### config.mk
export PLATFORM = sky130hd
export DESIGN_NAME = vac_sweep_sequencer
export DESIGN_NICKNAME = d
export VERILOG_FILES = /design/src/rtl/vac_seq_pkg.sv /design/src/rtl/vac_phase_acc.sv /design/src/rtl/vac_sweep_sequencer.sv
export SDC_FILE = /design/constraint.sdc
export NUM_CORES = 1
export LEC_CHECK = 0
export BUFFER_PORTS_ARGS = -buffer_cell sky130_fd_sc_hd__buf_2
export CAP_MARGIN = 20
export CORE_MARGIN = 10
export CORE_UTILIZATION = 55
export CTS_BUF_LIST = sky130_fd_sc_hd__clkbuf_2 sky130_fd_sc_hd__clkbuf_4 sky130_fd_sc_hd__clkbuf_8
export DETAILED_ROUTE_END_ITERATION = 10
export HOLD_SLACK_MARGIN = 0.02
export PLACE_DENSITY_LB_ADDON = 0.3
export SLEW_MARGIN = 25
export SYNTH_ARGS = -nofsm -noshare
export SYNTH_HDL_FRONTEND = slang
export SYNTH_SLANG_ARGS = --single-unit
### constraint.sdc
create_clock -name clk -period 3.1 [get_ports clk]
set_clock_uncertainty 0.05 [all_clocks]
set_input_delay 0.62 -clock clk [delete_from_list [all_inputs] [get_ports clk]]
set_output_delay 0.62 -clock clk [all_outputs]
set_load 0.01 [all_outputs]
### src/rtl/vac_seq_pkg.sv
//------------------------------------------------------------------------------
// vac_seq_pkg
// Shared definitions for the stepped-frequency sweep sequencer:
//   - default datapath widths
//   - FSM state encoding
//   - small state-decode helpers used by the top-level output logic
//------------------------------------------------------------------------------
package vac_seq_pkg;

    localparam int DEF_FTW_W   = 32;  // tuning word / phase accumulator width
    localparam int DEF_PHASE_W = 12;  // output phase width (accumulator MSBs)
    localparam int DEF_AMP_W   = 10;  // amplitude word width
    localparam int DEF_CNT_W   = 16;  // dwell counter width
    localparam int DEF_STEP_W  = 16;  // step index width

    typedef enum logic [2:0] {
        IDLE = 3'd0,
        LOAD = 3'd1,
        RUN  = 3'd2,
        NEXT = 3'd3,
        DONE = 3'd4
    } state_t;

    // Sweep is in progress (configuration is frozen).
    function automatic logic state_is_busy(input state_t s);
        return (s == LOAD) || (s == RUN) || (s == NEXT);
    endfunction

    // Accumulator is stepping and the phase/amplitude outputs are meaningful.
    function automatic logic state_is_active(input state_t s);
        return (s == RUN) || (s == NEXT);
    endfunction

endpackage : vac_seq_pkg

### src/rtl/vac_phase_acc.sv
//------------------------------------------------------------------------------
// vac_phase_acc
// Phase accumulator for the sweep datapath. Adds the current tuning word every
// enabled cycle (wrapping modulo 2^FTW_W) and presents the top PHASE_W bits
// plus a constant phase offset (modulo 2^PHASE_W).
//
// Ports:
//   clk        in   rising-edge clock
//   rst_n      in   asynchronous active-low reset (clears accumulator)
//   clr        in   synchronous clear, has priority over en
//   en         in   accumulate ftw this cycle
//   ftw        in   FTW_W   tuning word to add
//   phase_off  in   PHASE_W constant phase offset
//   phase      out  PHASE_W acc[FTW_W-1 -: PHASE_W] + phase_off
//------------------------------------------------------------------------------
module vac_phase_acc
    import vac_seq_pkg::*;
#(
    parameter int FTW_W   = DEF_FTW_W,
    parameter int PHASE_W = DEF_PHASE_W
) (
    input  logic               clk,
    input  logic               rst_n,
    input  logic               clr,
    input  logic               en,
    input  logic [FTW_W-1:0]   ftw,
    input  logic [PHASE_W-1:0] phase_off,
    output logic [PHASE_W-1:0] phase
);

    logic [FTW_W-1:0] acc_reg;
    logic [FTW_W-1:0] acc_next;

    // Natural binary overflow gives the modulo-2^FTW_W wrap for free.
    always_comb begin
        acc_next = acc_reg;
        if (clr) begin
            acc_next = '0;
        end else if (en) begin
            acc_next = acc_reg + ftw;
        end
    end

    always_ff @(posedge clk or negedge rst_n) begin
        if (!rst_n) begin
            acc_reg <= '0;
        end else begin
            acc_reg <= acc_next;
        end
    end

    // Truncate to the phase MSBs, then offset; the add wraps at PHASE_W bits.
    assign phase = acc_reg[FTW_W-1 -: PHASE_W] + phase_off;

endmodule : vac_phase_acc

### src/rtl/vac_sweep_sequencer.sv
//------------------------------------------------------------------------------
// vac_sweep_sequencer
// Drives a digital AC-source datapath through a stepped-frequency sweep.
// Each step holds its tuning word for a programmable dwell, then the word is
// advanced by a fixed increment. The phase accumulator is never cleared between
// steps, so the generated waveform stays phase-continuous across the sweep.
//
// Ports:
//   clk        in   rising-edge clock
//   rst_n      in   asynchronous active-low reset
//   start      in   begin a sweep (only looked at in IDLE)
//   abort      in   stop the sweep from any state, highest priority
//   f_start    in   FTW_W   tuning word of the first step
//   f_step     in   FTW_W   tuning-word increment per step (wraps)
//   n_steps    in   STEP_W  number of steps, 0 = empty sweep
//   dwell      in   CNT_W   cycles per step, 0 behaves as 1
//   amp        in   AMP_W   amplitude for the whole sweep
//   phase_off  in   PHASE_W constant phase offset
//   busy       out  high in LOAD/RUN/NEXT
//   done       out  single-cycle pulse on normal completion
//   out_valid  out  phase_out/amp_out meaningful (RUN/NEXT)
//   phase_out  out  PHASE_W accumulator MSBs + phase offset
//   amp_out    out  AMP_W   latched amplitude while out_valid, else 0
//   ftw_out    out  FTW_W   current tuning word
//   step_idx   out  STEP_W  current 0-based step index
//
// Timing: a step that is followed by another lasts dwell RUN cycles plus one
// NEXT cycle; the final step lasts dwell RUN cycles and is followed by DONE.
//------------------------------------------------------------------------------
module vac_sweep_sequencer
    import vac_seq_pkg::*;
#(
    parameter int FTW_W   = DEF_FTW_W,
    parameter int PHASE_W = DEF_PHASE_W,
    parameter int AMP_W   = DEF_AMP_W,
    parameter int CNT_W   = DEF_CNT_W,
    parameter int STEP_W  = DEF_STEP_W
) (
    input  logic               clk,
    input  logic               rst_n,
    input  logic               start,
    input  logic               abort,
    input  logic [FTW_W-1:0]   f_start,
    input  logic [FTW_W-1:0]   f_step,
    input  logic [STEP_W-1:0]  n_steps,
    input  logic [CNT_W-1:0]   dwell,
    input  logic [AMP_W-1:0]   amp,
    input  logic [PHASE_W-1:0] phase_off,
    output logic               busy,
    output logic               done,
    output logic               out_valid,
    output logic [PHASE_W-1:0] phase_out,
    output logic [AMP_W-1:0]   amp_out,
    output logic [FTW_W-1:0]   ftw_out,
    output logic [STEP_W-1:0]  step_idx
);

    //--------------------------------------------------------------------------
    // Declarations
    //--------------------------------------------------------------------------
    state_t             state_reg;
    state_t             state_next;

    // Configuration captured when a sweep is accepted.
    logic [FTW_W-1:0]   f_start_reg;
    logic [FTW_W-1:0]   f_step_reg;
    logic [STEP_W-1:0]  n_steps_reg;
    logic [CNT_W-1:0]   dwell_reg;       // already clamped to >= 1
    logic [AMP_W-1:0]   amp_reg;
    logic [PHASE_W-1:0] phase_off_reg;

    // Sweep progress.
    logic [FTW_W-1:0]   ftw_reg;
    logic [FTW_W-1:0]   ftw_next;
    logic [STEP_W-1:0]  idx_reg;
    logic [STEP_W-1:0]  idx_next;
    logic [CNT_W-1:0]   dwell_cnt_reg;
    logic [CNT_W-1:0]   dwell_cnt_next;

    logic               accept_start;
    logic               dwell_last;
    logic               step_last;
    logic               acc_clr;
    logic               acc_en;

    //--------------------------------------------------------------------------
    // Decode helpers
    //--------------------------------------------------------------------------
    assign accept_start = (state_reg == IDLE) && start && !abort;
    assign dwell_last   = (dwell_cnt_reg == CNT_W'(1));
    // Only evaluated in RUN, where n_steps_reg is known to be non-zero.
    assign step_last    = (idx_reg == (n_steps_reg - STEP_W'(1)));

    //--------------------------------------------------------------------------
    // FSM: state register
    //--------------------------------------------------------------------------
    always_ff @(posedge clk or negedge rst_n) begin
        if (!rst_n) begin
            state_reg <= IDLE;
        end else begin
            state_reg <= state_next;
        end
    end

    //--------------------------------------------------------------------------
    // FSM: next-state logic
    //--------------------------------------------------------------------------
    always_comb begin
        state_next = state_reg;
        if (abort) begin
            state_next = IDLE;
        end else begin
            case (state_reg)
                IDLE: begin
                    if (start) begin
                        state_next = LOAD;
                    end
                end
                LOAD: begin
                    state_next = (n_steps_reg == '0) ? DONE : RUN;
                end
                RUN: begin
                    if (dwell_last) begin
                        state_next = step_last ? DONE : NEXT;
                    end
                end
                NEXT:    state_next = RUN;
                DONE:    state_next = IDLE;
                default: state_next = IDLE;
            endcase
        end
    end

    //--------------------------------------------------------------------------
    // FSM: outputs (Moore, decoded from the registered state)
    //--------------------------------------------------------------------------
    always_comb begin
        busy      = state_is_busy(state_reg);
        out_valid = state_is_active(state_reg);
        done      = (state_reg == DONE);
    end

    //--------------------------------------------------------------------------
    // Configuration capture. Inputs are only sampled on an accepted start, so
    // anything that changes while the sweep runs has no effect.
    //--------------------------------------------------------------------------
    always_ff @(posedge clk or negedge rst_n) begin
        if (!rst_n) begin
            f_start_reg   <= '0;
            f_step_reg    <= '0;
            n_steps_reg   <= '0;
            dwell_reg     <= '0;
            amp_reg       <= '0;
            phase_off_reg <= '0;
        end else if (accept_start) begin
            f_start_reg   <= f_start;
            f_step_reg    <= f_step;
            n_steps_reg   <= n_steps;
            dwell_reg     <= (dwell == '0) ? CNT_W'(1) : dwell;
            amp_reg       <= amp;
            phase_off_reg <= phase_off;
        end
    end

    //--------------------------------------------------------------------------
    // Step sequencing: tuning word, step index, dwell counter.
    // Abort freezes these; ftw_out/step_idx keep their last values in IDLE.
    //--------------------------------------------------------------------------
    always_comb begin
        ftw_next       = ftw_reg;
        idx_next       = idx_reg;
        dwell_cnt_next = dwell_cnt_reg;
        if (!abort) begin
            case (state_reg)
                LOAD: begin
                    ftw_next       = f_start_reg;
                    idx_next       = '0;
                    dwell_cnt_next = dwell_reg;
                end
                RUN: begin
                    dwell_cnt_next = dwell_cnt_reg - CNT_W'(1);
                end
                NEXT: begin
                    // Wraps on overflow; sweeps past full scale fold around.
                    ftw_next       = ftw_reg + f_step_reg;
                    idx_next       = idx_reg + STEP_W'(1);
                    dwell_cnt_next = dwell_reg;
                end
                default: begin
                end
            endcase
        end
    end

    always_ff @(posedge clk or negedge rst_n) begin
        if (!rst_n) begin
            ftw_reg       <= '0;
            idx_reg       <= '0;
            dwell_cnt_reg <= '0;
        end else begin
            ftw_reg       <= ftw_next;
            idx_reg       <= idx_next;
            dwell_cnt_reg <= dwell_cnt_next;
        end
    end

    //--------------------------------------------------------------------------
    // Phase accumulator. Cleared only at the start of a sweep or on abort, so
    // step changes never introduce a phase discontinuity. NEXT still
    // accumulates with the outgoing tuning word.
    //--------------------------------------------------------------------------
    assign acc_clr = abort || (state_reg == LOAD);
    assign acc_en  = state_is_active(state_reg);

    vac_phase_acc #(
        .FTW_W   (FTW_W),
        .PHASE_W (PHASE_W)
    ) u_phase_acc (
        .clk       (clk),
        .rst_n     (rst_n),
        .clr       (acc_clr),
        .en        (acc_en),
        .ftw       (ftw_reg),
        .phase_off (phase_off_reg),
        .phase     (phase_out)
    );

    //--------------------------------------------------------------------------
    // Output drive. Amplitude is forced to zero whenever the output is not
    // valid so the DAC path is silent outside an active sweep.
    //--------------------------------------------------------------------------
    generate
        for (genvar gi = 0; gi < AMP_W; gi++) begin : g_amp_gate
            assign amp_out[gi] = amp_reg[gi] & out_valid;
        end
    endgenerate

    assign ftw_out  = ftw_reg;
    assign step_idx = idx_reg;

endmodule : vac_sweep_sequencer

==> results.sh, run 1 <==
export IMPL_status="finished, violations left"
export IMPL_violations="negative setup slack"
export IMPL_hold_path_class="in2reg"
export IMPL_final_area_mm2=0.0154
export IMPL_clkPwrFrac_pct=17.4
export IMPL_switchingPower_mw=6.02
export IMPL_r2r_start="n_steps_reg[4]$_DFFE_PN0P_"
export IMPL_crit_type="reg2out"
export IMPL_die_y_um=172
export IMPL_ant_nets=0
export IMPL_swShare_pct=40.6
export IMPL_fillers=1773
export IMPL_syn_inst=1252
export IMPL_cp_cell_sequence="ha_1, a21o_1, a21oi_2, o21ai_2, a21oi_2, o21ai_1, a21oi_1, nor2b_1, o21a_1, o41a_1, xnor2_1, buf_2"
export IMPL_grt_overflow=0
export IMPL_critPathArrivalTime_ns=2.93
export IMPL_final_cell_mix="dfrtp_1, buf_2, mux2_2"
export IMPL_seq_power_share_pct=32.1
export IMPL_num_io_pins=195
export IMPL_syn_num_nets=1454
export IMPL_r2r_end="state_reg[2]$_DFFE_PN0P_"
export IMPL_drive_above_1_share_pct=32.5
export IMPL_crit_path_end_kind="primary output"
export IMPL_grt_pass1_wl_um=54000
export IMPL_slew_headroom_pct=45.1
export IMPL_async_flop_share_pct=100
export IMPL_synth_area_top_cells="dfrtp_1, mux2_2, ha_1"
export IMPL_start_util_pct=55.9
export IMPL_setup_viol=6
export IMPL_cts_root_buf="clkbuf_8"
export IMPL_cts_sinks=217
export IMPL_synth_yosys_seq_area_share_pct=42.9
export IMPL_hpwl_um=24700
export IMPL_yosysUniqueCellTypes=65
export IMPL_max_freq_mhz=278
export IMPL_drv_slew=0
export IMPL_syn2layout_area_growth_pct=21.3
export IMPL_wl_um=33600
export IMPL_synthFlopType="dfrtp_1"
export IMPL_fin_crit_sh_pct=116
export IMPL_numPortBuffers=194
export IMPL_final_common_cell="dfrtp_1"
export IMPL_tritoncts="done"
export IMPL_num_rows=55
export IMPL_holdPathEnd="f_start_reg[6]$_DFFE_PN0P_"
export IMPL_drc=0
export IMPL_drv_cap=0
export IMPL_syn_area_mm2=0.0127
export IMPL_peakVddDrop_v=0.000510
export IMPL_reg2reg_depth=11
export IMPL_clk_pin_slew_ns=0.06
export IMPL_cts_inserted_buffers=38
export IMPL_worstSetupStartpointType="register"
export IMPL_first_pass_iters=5
export IMPL_avgSynthCellArea_um2=10.1
export IMPL_worst_pin_slew_ns=0.824
export IMPL_worst_r2r_setup_slack_ns=0.06
export IMPL_holdPathStages=2
export IMPL_synth_seq_cells=217
export IMPL_finalCriticalPeriod_ns=3.60
export IMPL_pwr_share_comb_pct=50.5
export IMPL_grt_start_max_net_pins=74
export IMPL_setup_slack_ns=-0.500
export IMPL_yosys_warnings=0
export IMPL_hold_start="f_start[6]"
export IMPL_cts_path_max_buffers=3
export IMPL_required_ns=2.43
export IMPL_cp_common_cell="a21oi_2"
export IMPL_vias=10600
export IMPL_crit_fanout=3
export IMPL_hold_ws_ns=0.256
export IMPL_powerDensity_mw_per_mm2=965
export IMPL_cpPeakStageDelay_ns=0.41
export IMPL_die_x_um=172
export IMPL_grt_antenna_before_repair=6
export IMPL_synth_edff_count=0
export IMPL_p_leak_nw=7.38
export IMPL_nets=1717
export IMPL_intPower_mw=8.80
export IMPL_core_area_mm2=0.0226
export IMPL_rsz0062_at_grt="true"
export IMPL_dieArea_mm2=0.0295
export IMPL_slowest_stage="dfrtp_1"
export IMPL_grtUsageTotal_pct=22.4
export IMPL_globalplace_congestion=0.908
export IMPL_cts_max_level=2
export IMPL_wl_per_cell_um=18.4
export IMPL_netlist_area_leader_share_pct=42.9
export IMPL_hold_viol=0
export IMPL_synth_top_area_cell="dfrtp_1"
export IMPL_clock_latency_ns=0.54
export IMPL_via_per_inst=5.81
export IMPL_grt_pass1_vias=10900
export IMPL_initialDrtViolationCount=583
export IMPL_setup_tns_final_ns=-1.73
export IMPL_place_area_mm2=0.0143
==> power groups by stage <==
stage	Clock [mW]	Sequential, mW	Combinational [mW]
floorplan	0	4.55	5.10
global placement	0	4.74	6.88
detailed placement	0	4.78	7.09
CTS	2.64	4.74	7.23
global route	2.77	4.88	8.37
finish	2.58	4.76	7.49
==> layer usage <==
layer,share of wire (%),global-route usage (%),wire [um],vias to the layer above
li1,-,-,-,5102
met1,43,28.0,14400,5151
met2,48,37.6,16300,282
met3,6.7,5.73,2260,57
met4,2.0,6.15,656,4
met5,0.068,0,23,-
==> how the worst max path moves through the flow <==
| stage | endpoint | depth (start not counted) | slack [ns] | from |
|---|---|---|---|---|
| detailed placement | phase_out[10] | 14 | -0.1 | phase_off_reg[0]$_DFFE_PN0P_ |
| global route | phase_out[10] | 14 | -0.72 | phase_off_reg[0]$_DFFE_PN0P_ |
| global placement | phase_out[11] | 12 | -0.02 | phase_off_reg[1]$_DFFE_PN0P_ |
| finish | phase_out[11] | 12 | -0.50 | phase_off_reg[1]$_DFFE_PN0P_ |
| CTS | phase_out[11] | 12 | -0.51 | phase_off_reg[1]$_DFFE_PN0P_ |
| floorplan | phase_out[11] | 11 | 0.06 | u_phase_acc.acc_reg[21]$_DFFE_PN0P_ |
==> synthesized netlist by cell type, types with 12 or more instances <==
master	number
mux2_2	117
a22o_1	30
xnor2_1	53
or3_1	14
xor2_1	39
dfrtp_1	217
ha_1	77
nand4_1	13
nand2_1	95
a21o_1	29
nor2b_1	12
o21ai_0	104
and3_1	12
a21oi_1	87
and2_1	17
nor2_1	87
nand3_1	16
nor3_1	24
inv_1	30
clkbuf_1	42
==> through the flow <==
step	setup slack, ns	util [%]	cells	total power [mW]
floorplan	0.0554	-	1252	9.65
global placement	-0.0230	63.0	1740	11.6
detailed placement	-0.0963	63.0	1740	11.9
CTS	-0.512	66.8	1813	14.6
global route	-0.724	67.8	1821	16.0
finish	-0.500	67.9	1825	14.8
==> cell type report <==
cell class,count,area [um2],share of cell area (%)
tap,285,357,2.32
timing repair buffer,268,1550,10.1
clock inverter,5,32.5,0.212
sequential,217,5430,35.4
inverter,30,113,0.733
multi-input combinational,960,7170,46.7
clock buffer,55,694,4.52
antenna,5,12.5,0.0814
==> critical path, delay by kind of cell, from the launching register on <==
family          cells  cell delay (ns)
compound gates      8             1.35
xor+xnor            1             0.13
fa+ha+maj           1             0.29
buf+inv             1             0.15
flops               1             0.41
simple gates        1             0.07
==> cells by family (layout without fill, tap and decap cells) <==
kind of cell             Yosys count  after routing  synth area share (%)
buffers and inverters             75            358                  2.22
adder cells (fa/ha/maj)           80             80                  8.08
flip-flops                       217            217                  42.9
other                              0              5                     0
XOR/XNOR                          92             92                  6.36
AO/OA/AOI/OAI                    339            339                  16.9
multiplexers                     123            123                  10.9
AND/OR/NAND/NOR                  326            326                  12.7
==> what timing repair did <==
item / in CTS / in global routing
pin swaps: 7 / 18
hold buffers: 1 / 0
gates resized for setup: 15 / 41
endpoints found under the setup margin: 9 / 29
hold endpoints to repair: 25 / 0
gates cloned: 0 / 0
setup buffers: 16 / 10
Power figures use the tool's default switching activity.
==> run 2: changes to the inputs <==
==> constraint.sdc (replaced) <==
create_clock -name clk -period 3.7 [get_ports clk]
set_clock_uncertainty 0.05 [all_clocks]
set_input_delay 0.74 -clock clk [delete_from_list [all_inputs] [get_ports clk]]
set_output_delay 0.74 -clock clk [all_outputs]
set_load 0.01 [all_outputs]
==> run 2 against run 1 <==
Effect of this change:
- the run still ends with negative setup slack left
- die area unchanged
- worst setup slack improved by 0.43 ns
- final cell count decreased by 2.4%
- sequential cell count unchanged
- first-iteration DRC count increased by 6.0%
- via count decreased by 2.2%
- wire length decreased by 2.4%
- non-clock buffer count decreased by 51
- critical path type unchanged
==> results.sh, run 2 (synthesis gave the netlist of run 1 again) <==
export IMPL_final_common_cell="dfrtp_1"
export IMPL_cts_max_level=2
export IMPL_tritoncts="done"
export IMPL_hpwl_um=24200
export IMPL_die_y_um=172
export IMPL_powerDensity_mw_per_mm2=816
export IMPL_ant_nets=0
export IMPL_setup_tns_final_ns=-0.0996
export IMPL_worst_r2r_setup_slack_ns=0.29
export IMPL_wl_per_cell_um=18.4
export IMPL_fin_crit_sh_pct=102
export IMPL_vias=10400
export IMPL_hold_path_class="in2async"
export IMPL_hold_viol=0
export IMPL_worst_pin_slew_ns=0.882
export IMPL_cts_root_buf="clkbuf_8"
export IMPL_via_per_inst=5.82
export IMPL_required_ns=2.91
export IMPL_die_x_um=172
export IMPL_crit_fanout=3
export IMPL_final_cell_mix="dfrtp_1, buf_2, mux2_2"
export IMPL_drv_cap=0
export IMPL_cts_inserted_buffers=40
export IMPL_first_pass_iters=5
export IMPL_cts_sinks=217
export IMPL_num_io_pins=195
export IMPL_drive_above_1_share_pct=29.0
export IMPL_clock_latency_ns=0.55
export IMPL_dieArea_mm2=0.0295
export IMPL_grtUsageTotal_pct=22.2
export IMPL_globalplace_congestion=0.924
export IMPL_wl_um=32800
export IMPL_crit_path_end_kind="primary output"
export IMPL_rsz0062_at_grt="true"
export IMPL_drc=0
export IMPL_worstSetupStartpointType="register"
export IMPL_initialDrtViolationCount=618
export IMPL_start_util_pct=55.9
export IMPL_setup_viol=2
export IMPL_status="finished, violations left"
export IMPL_num_rows=55
export IMPL_p_leak_nw=7.19
export IMPL_nets=1668
export IMPL_setup_slack_ns=-0.0680
export IMPL_numPortBuffers=194
export IMPL_finalCriticalPeriod_ns=3.77
export IMPL_grt_overflow=0
export IMPL_slew_headroom_pct=41.0
export IMPL_core_area_mm2=0.0226
export IMPL_p_total_mw=12.2
export IMPL_clk_pin_slew_ns=0.06
export IMPL_r2r_start="ftw_out[0]$_DFFE_PN0P_"
export IMPL_grt_antenna_before_repair=4
export IMPL_grt_pass1_vias=10700
export IMPL_r2r_end="ftw_out[30]$_DFFE_PN0P_"
export IMPL_reg2reg_depth=13
export IMPL_hold_buffers=0
export IMPL_drv_slew=0
export IMPL_max_freq_mhz=265
export IMPL_grt_pass1_wl_um=53100
export IMPL_syn2layout_area_growth_pct=18.2
export IMPL_fillers=1785
export IMPL_grt_start_max_net_pins=102
export IMPL_cts_path_max_buffers=3
export IMPL_crit_type="reg2out"
export IMPL_peakVddDrop_v=0.000350
export IMPL_critPathArrivalTime_ns=2.98
export IMPL_violations="negative setup slack"
run 2: routing by layer:
metal / track usage [%] / up-vias / wire, um / share of wire, %
met4: 7.76 / 4 / 857 / 2.6
met5: 0 / - / 30 / 0.091
met1: 27.7 / 4968 / 14200 / 43
li1: - / 5017 / - / -
met2: 36.8 / 310 / 15400 / 47
met3: 5.43 / 69 / 2270 / 6.9
run 2: cell type report:
class	count	area [um2]	share of cell area (%)
timing repair buffer	217	1180	7.87
tap	285	357	2.38
inverter	30	113	0.752
sequential	217	5430	36.3
antenna	2	5.00	0.0334
clock buffer	57	728	4.86
clock inverter	13	121	0.811
multi-input combinational	960	7040	47.0
run 2: how the worst max path moves through the flow:
stage,startpoint,end,slack [ns],cells past startpoint
3_3_place_gp,u_phase_acc.acc_reg[21]$_DFFE_PN0P_,phase_out[11],0.30,12
6_report,u_phase_acc.acc_reg[20]$_DFFE_PN0P_,phase_out[10],-0.07,14
5_1_grt,u_phase_acc.acc_reg[20]$_DFFE_PN0P_,phase_out[10],-0.22,14
3_5_place_dp,u_phase_acc.acc_reg[20]$_DFFE_PN0P_,phase_out[10],0.22,14
4_1_cts,u_phase_acc.acc_reg[20]$_DFFE_PN0P_,phase_out[10],-0.10,14
2_1_floorplan,u_phase_acc.acc_reg[21]$_DFFE_PN0P_,phase_out[11],0.54,11
run 2: worst max-delay path: stages (launching register included):
cell and delay (ns):
dfrtp_1 0.38, ha_2 0.20, inv_1 0.05, fa_1 0.42
nor2b_1 0.16, o21ai_2 0.08, a21boi_2 0.21, o21ai_2 0.10
a21boi_2 0.17, o21a_1 0.15, o21ai_0 0.08, nand2b_1 0.08
a21oi_1 0.08, xnor2_1 0.13, buf_2 0.15
run 2: through the flow:
step	util, %	std cells	cell area [um2]	worst slack, ns	hold WS [ns]
after CTS	65.9	1779	14900	-0.102	0.214
after global placement	61.8	1702	14000	0.302	0.411
final	66.1	1781	15000	-0.0680	0.197
after global routing	66.1	1779	15000	-0.224	0.236
after detailed placement	61.8	1702	14000	0.221	0.424
after floorplan	-	1252	12700	0.535	0.393
run 2: where the power goes:
group | total, mW | internal [mW] | switching, mW
combinational | 5.80 | 2.69 | 3.11
clock | 2.44 | 1.41 | 1.03
sequential | 3.98 | 3.20 | 0.777
total | 12.2 | 7.30 | 4.92
run 2: what timing repair did:
item                                    in CTS  in global routing
gates resized for setup                     10                  9
endpoints found under the setup margin       4                  5
buffers inserted                             7                  2
pin swaps                                    4                  2
